**src/rtl/spi_master_tx.sv**
```systemverilog
// spi_master_tx
//   Serial transmit stage of the SPI link. Takes one DATA_WIDTH-bit word over a
//   valid/ready handshake and shifts it out MSB-first in SPI mode 0 (CPOL=0,
//   CPHA=0), framed by an active-low chip select.
//
// Ports
//   clock     system clock, all state on rising edge
//   reset     asynchronous, active-low reset
//   tx_data   word to send, sampled only on the accepting edge
//   tx_valid  upstream has a word
//   tx_ready  block can accept (state == IDLE)
//   mosi      serial data, MSB first, changes on falling sclk
//   sclk      serial clock, idles low, half-period = CLK_DIV clocks
//   cs_n      frame select, active low
//   busy      frame in progress (state != IDLE)
//   done      one-cycle pulse in the cycle cs_n returns high
//
// state | meaning
// ------+---------------------------------------------------------------
// IDLE  | cs_n high, waiting for tx_valid
// SETUP | cs_n low, first bit on mosi, waiting CLK_DIV before first rise
// HIGH  | sclk high, receiver samples mosi
// LOW   | sclk low, next bit already on mosi
// HOLD  | last bit sent, cs_n kept low CLK_DIV cycles before release

module spi_master_tx #(
  parameter int DATA_WIDTH = 8,
  parameter int CLK_DIV    = 4
) (
  input  logic                  clock,
  input  logic                  reset,
  input  logic [DATA_WIDTH-1:0] tx_data,
  input  logic                  tx_valid,
  output logic                  tx_ready,
  output logic                  mosi,
  output logic                  sclk,
  output logic                  cs_n,
  output logic                  busy,
  output logic                  done
);

  localparam int DIV_W = $clog2(CLK_DIV) + 1;
  localparam int BIT_W = $clog2(DATA_WIDTH) + 1;
  localparam logic [DIV_W-1:0] DIV_LAST = DIV_W'(CLK_DIV - 1);
  localparam logic [BIT_W-1:0] BIT_ALL  = BIT_W'(DATA_WIDTH);

  typedef enum logic [2:0] {
    IDLE,
    SETUP,
    HIGH,
    LOW,
    HOLD
  } state_t;

  state_t                  state, state_nxt;
  logic [DIV_W-1:0]        div_cnt, div_nxt;
  logic [BIT_W-1:0]        bit_cnt, bit_nxt;
  logic [DATA_WIDTH-1:0]   shift_reg, shift_nxt;
  logic                    mosi_nxt, sclk_nxt, cs_n_nxt, done_nxt;
  logic                    div_end;
  logic [BIT_W-1:0]        bit_inc;

  assign div_end  = (div_cnt == DIV_LAST);
  assign bit_inc  = bit_cnt + 1'b1;
  assign tx_ready = (state == IDLE);
  assign busy     = (state != IDLE);

  always_ff @(posedge clock or negedge reset) begin
    if (!reset) begin
      state     <= IDLE;
      div_cnt   <= '0;
      bit_cnt   <= '0;
      shift_reg <= '0;
      mosi      <= 1'b0;
      sclk      <= 1'b0;
      cs_n      <= 1'b1;
      done      <= 1'b0;
    end else begin
      state     <= state_nxt;
      div_cnt   <= div_nxt;
      bit_cnt   <= bit_nxt;
      shift_reg <= shift_nxt;
      mosi      <= mosi_nxt;
      sclk      <= sclk_nxt;
      cs_n      <= cs_n_nxt;
      done      <= done_nxt;
    end
  end

  always_comb begin
    state_nxt = state;
    div_nxt   = div_cnt;
    bit_nxt   = bit_cnt;
    shift_nxt = shift_reg;
    mosi_nxt  = mosi;
    sclk_nxt  = sclk;
    cs_n_nxt  = cs_n;
    done_nxt  = 1'b0;

    case (state)
      IDLE: begin
        if (tx_valid) begin
          shift_nxt = tx_data;
          mosi_nxt  = tx_data[DATA_WIDTH-1];
          cs_n_nxt  = 1'b0;
          div_nxt   = '0;
          bit_nxt   = '0;
          state_nxt = SETUP;
        end
      end

      SETUP, LOW: begin
        if (div_end) begin
          div_nxt   = '0;
          sclk_nxt  = 1'b1;
          state_nxt = HIGH;
        end else begin
          div_nxt = div_cnt + 1'b1;
        end
      end

      HIGH: begin
        if (div_end) begin
          div_nxt  = '0;
          bit_nxt  = bit_inc;
          sclk_nxt = 1'b0;
          if (bit_inc < BIT_ALL) begin
            // Rotate rather than shift: the bit leaving the top is never
            // looked at again, and rotating keeps every register bit in use.
            shift_nxt = {shift_reg[DATA_WIDTH-2:0], shift_reg[DATA_WIDTH-1]};
            mosi_nxt  = shift_reg[DATA_WIDTH-2];
            state_nxt = LOW;
          end else begin
            state_nxt = HOLD;
          end
        end else begin
          div_nxt = div_cnt + 1'b1;
        end
      end

      HOLD: begin
        if (div_end) begin
          div_nxt   = '0;
          cs_n_nxt  = 1'b1;
          mosi_nxt  = 1'b0;
          done_nxt  = 1'b1;
          state_nxt = IDLE;
        end else begin
          div_nxt = div_cnt + 1'b1;
        end
      end

      default: begin
        state_nxt = IDLE;
      end
    endcase
  end

endmodule

```
**config.mk**
```make
export PLATFORM = sky130hd
export DESIGN_NAME = spi_master_tx
export DESIGN_NICKNAME = d
export VERILOG_FILES = /design/src/rtl/spi_master_tx.sv
export SDC_FILE = /design/constraint.sdc
export NUM_CORES = 1
export LEC_CHECK = 0
export ABC_CLOCK_PERIOD_IN_PS = 2100
export CAP_MARGIN = 10
export CORE_UTILIZATION = 40
export DETAILED_ROUTE_END_ITERATION = 8
export HOLD_SLACK_MARGIN = 0.1
export PLACE_DENSITY = 0.69
export SETUP_SLACK_MARGIN = 0.3
export SYNTH_ARGS = -nofsm -noshare
export SYNTH_HDL_FRONTEND = slang
export SYNTH_SLANG_ARGS = --single-unit
```
**constraint.sdc**
```tcl
create_clock -name clock -period 2.1 [get_ports clock]
set_input_delay 0.42 -clock clock [delete_from_list [all_inputs] [get_ports clock]]
set_output_delay 0.42 -clock clock [all_outputs]
set_load 0.03 [all_outputs]
```
==> summary.txt <==
Logic synthesis
  • Average cell area after synthesis: 10.71 µm²
  • Synth warn: 0
  • Post-Syn Instances: 110
  • Synthesized net count: 123
  • Number of synthesized register bits: 22
  • Register area share after synthesis: 0.4682
  • Yosys cell types: 33
  • Mapped Area: 1179 µm²

Worst setup path
  • Critical path cell sequence: ha_4 -> nand2b_4 -> or3_4 -> a311oi_4 -> buf_6 -> mux2_2
  • Arr. time, crit path: 2.10 ns
  • Worst Path Max Fanout: 8
  • Crit path to: shift_reg[3]
  • R2R setup slack: 0.19 ns
  • Worst flop-to-flop path startpoint: div_cnt[0]
  • Crit path kind: flop to flop
  • CP peak stage delay: 0.42 ns
  • Buf+Inv Stages, Crit Path: 1
  • WP data required: 2.30 ns
  • FF-to-FF End: shift_reg[3]
  • Worst path slowest cell: dfrtp_1
  • Top delay family on crit path: flip-flops
  • Cell depth of the worst setup path: 6
  • Startpoint Class: flop
  • Critical path capture point type: flop
  • Worst setup startpoint: div_cnt[0]
  • Worst-case reg-to-reg path depth: 6

Layout
  • Inserted Diodes: 0
  • Commonest non-fill, non-tap cell in the layout: dfrtp_1
  • Final #Nets: 146
  • Final Instance Area: 1488 µm²
  • FF+latch area: 551.8 µm²
  • Most frequent cells in the layout: 21 x dfrtp_1, 15 x mux2_2, 12 x clkdlybuf4s50_1
  • Fillers: 265
  • Fraction of layout cells with a size suffix above 1: 0.3030
  • Area delta synth->final: 26.22%
  • Max reg flops: 8
  • Final Non-Filler Cells: 163
  • Multi-input logic area: 625.6 µm²

Drt
  • DR vias/cell: 5.552
  • WL/cell: 14.53 µm
  • Pre-Repair DR Iteration Count: 4
  • DRT Wirelength: 2.369 mm
  • DRT iter0 DRCs: 26
  • Vias: 905
  • Antenna Nets Post-Route: 0
  • # DRC: 0

CTS
  • Total CTS buffers: 3
  • Clock-pin slew on the worst setup and hold paths: 0.12 ns
  • TritonCTS clock tree: done
  • Num Clock Sinks: 22
  • Clock Tree Root: clkbuf_4
  • Worst-case clock buffer depth: 2
  • Clock Latency Late Sink: 0.30 ns
  • CTS H-tree depth: 1
  • Cts hold-fix bufs: 0

Global routing
  • Initial antenna violation count: 0
  • Largest net degree at the start of global routing: 18
  • Global-route wire length before repair: 4.064 mm
  • GRT Util Overall: 0.1647
  • GR Overflow Total: 0
  • Number of global-route vias before repair: 936

Power and ir drop
  • Switching part of the total: 0.3574
  • PwrDens: 1238 nW/µm²
  • Power Total: 1842 µW
  • Total leakage power: 0.0006363 µW
  • Internal: 1184 µW
  • Gate power share: 0.504
  • Switching power: 658.3 µW
  • Sequential Power Share: 0.389
  • Clk pwr share: 0.106
  • Peak supply drop: 0.9254 mV

Place
  • Routability congestion estimate: 0.8711
  • Final HPWL from detailed placement: 1.710 mm
  • Port bufs: 16
  • Placed cell count: 157
  • Placement Cell Area: 1413 µm²

Worst hold path
  • Min-delay worst type: input port to asynchronous set/reset pin

Timing
  • Fmax: 0.5240 GHz
  • Worst Clk Skew: 0.006521 ns
  • Setup violators final: 0
  • RSZ-0062 raised after global routing: true
  • Slew headroom: 0.7004
  • Final hold vios: 0
  • Fin. max-slew vios: 0
  • Fin crit share: 0.9087
  • Hold slack: 0.4125 ns
  • Slew at the pin with the worst max-slew slack: 0.4480 ns
  • Min cycle time layout: 1.908 ns
  • Final TNS setup: 0 ns

Outcome
  • Status: finished, final reports clean

Die
  • Ports: 17
  • Std-Cell Rows: 19
  • Starting Density: 0.4238
  • Die width: 56.28 µm
  • Die area: 3167 µm²
  • Die height: 56.28 µm
  • Core Area: 2781 µm²

Job
  • Max-cap viol count: 0
## cells by family after synthesis
group / after synthesis / share of synthesized area
compound gates: 21 / 0.1348
xor+xnor: 2 / 0.01486
fa+ha+maj: 2 / 0.02123
buf+inv: 11 / 0.03715
flops: 22 / 0.4682
mux: 18 / 0.1698
simple gates: 34 / 0.1539
## metal layers
metal | track usage | vias to the layer above | part of all wire
li1 | - | 439 | -
met1 | 0.1943 | 439 | 0.45
met2 | 0.2789 | 25 | 0.50
met3 | 0.05991 | 2 | 0.048
met4 | 0.05226 | 0 | 0.0042
met5 | 0 | - | 0
## worst min path at each step
| stage | start | endpoint | slack, ns |
|---|---|---|---|
| final | reset | div_cnt[0] | 0.41 |
| after global routing | reset | div_cnt[0] | 0.42 |
| after CTS | reset | div_cnt[1] | 0.43 |
| after detailed placement | sclk | sclk | 0.49 |
| after global placement | bit_cnt[2] | bit_cnt[2] | 0.48 |
| after floorplan | reset | bit_cnt[0] | 0.12 |
## stage by stage
step                        util  setup slack, ns
after floorplan                -           0.1280
after global placement    0.5079           0.1101
after detailed placement  0.5079          0.07272
after CTS                 0.5277           0.1512
after global routing      0.5349           0.1294
final                     0.5349           0.1917
## worst reg2reg max path: cells and delay by family (launching register included)
family / cells / cell delay (ns)
DFF: 1 / 0.42
and+or+nand+nor: 2 / 0.41
muxes: 1 / 0.34
adders and majority gates: 1 / 0.18
AOI/OAI and AO/OA: 1 / 0.29
buffers and inverters: 1 / 0.18
## cell usage after synthesis
cell       n  area (µm²)
mux2_2    16       180.2
or3_4      1       11.26
nor2_1     7       26.28
nor2b_1    1       6.260
and3_1     2       12.51
a211oi_1   1       7.510
dfstp_2    1       26.28
ha_1       2       25.02
o21bai_1   1       7.510
or2_2      1       6.260
nor3b_1    2       15.01
nand2b_1   2       12.51
clkbuf_1   6       22.52
a32o_1     1       10.01
a22o_1     4       35.03
nand2_1   11       41.29
and4b_1    1       10.01
a21oi_1    7       35.03
o22ai_1    1       6.260
buf_2      2       10.01
dfrtp_1   21       525.5
inv_1      3       11.26
xor2_1     1       8.760
nor3_1     3       15.01
a31oi_1    1       6.260
a22oi_1    2       15.01
mux2i_1    2       20.02
xnor2_1    1       8.760
or3_1      1       6.260
nand3_2    1       10.01
nand4b_1   1       8.760
o21ai_0    2       10.01
a311oi_4   1       26.28
## power by group through the flow
| stage | combinational, µW | sequential [µW] | clock [µW] |
|---|---|---|---|
| detailed placement | 857 | 716 | 0 |
| global placement | 827 | 706 | 0 |
| floorplan | 595 | 729 | 0 |
| global route | 1030 | 740 | 232 |
| CTS | 915 | 715 | 210 |
| finish | 929 | 717 | 196 |
## cell type report
| cell class | instances | share of cell area |
|---|---|---|
| flip-flops and latches | 22 | 0.3709 |
| well taps | 31 | 0.02607 |
| repair buffers | 26 | 0.1573 |
| clock buffers | 4 | 0.01766 |
| inverters | 3 | 0.007569 |
| multi-input cells | 77 | 0.4205 |
## what timing repair did
item	in CTS	in global routing
gates resized for setup	7	6
buffers inserted	1	1
setup endpoints to repair	10	12
pin swaps	3	4
Power figures use the tool's default switching activity.
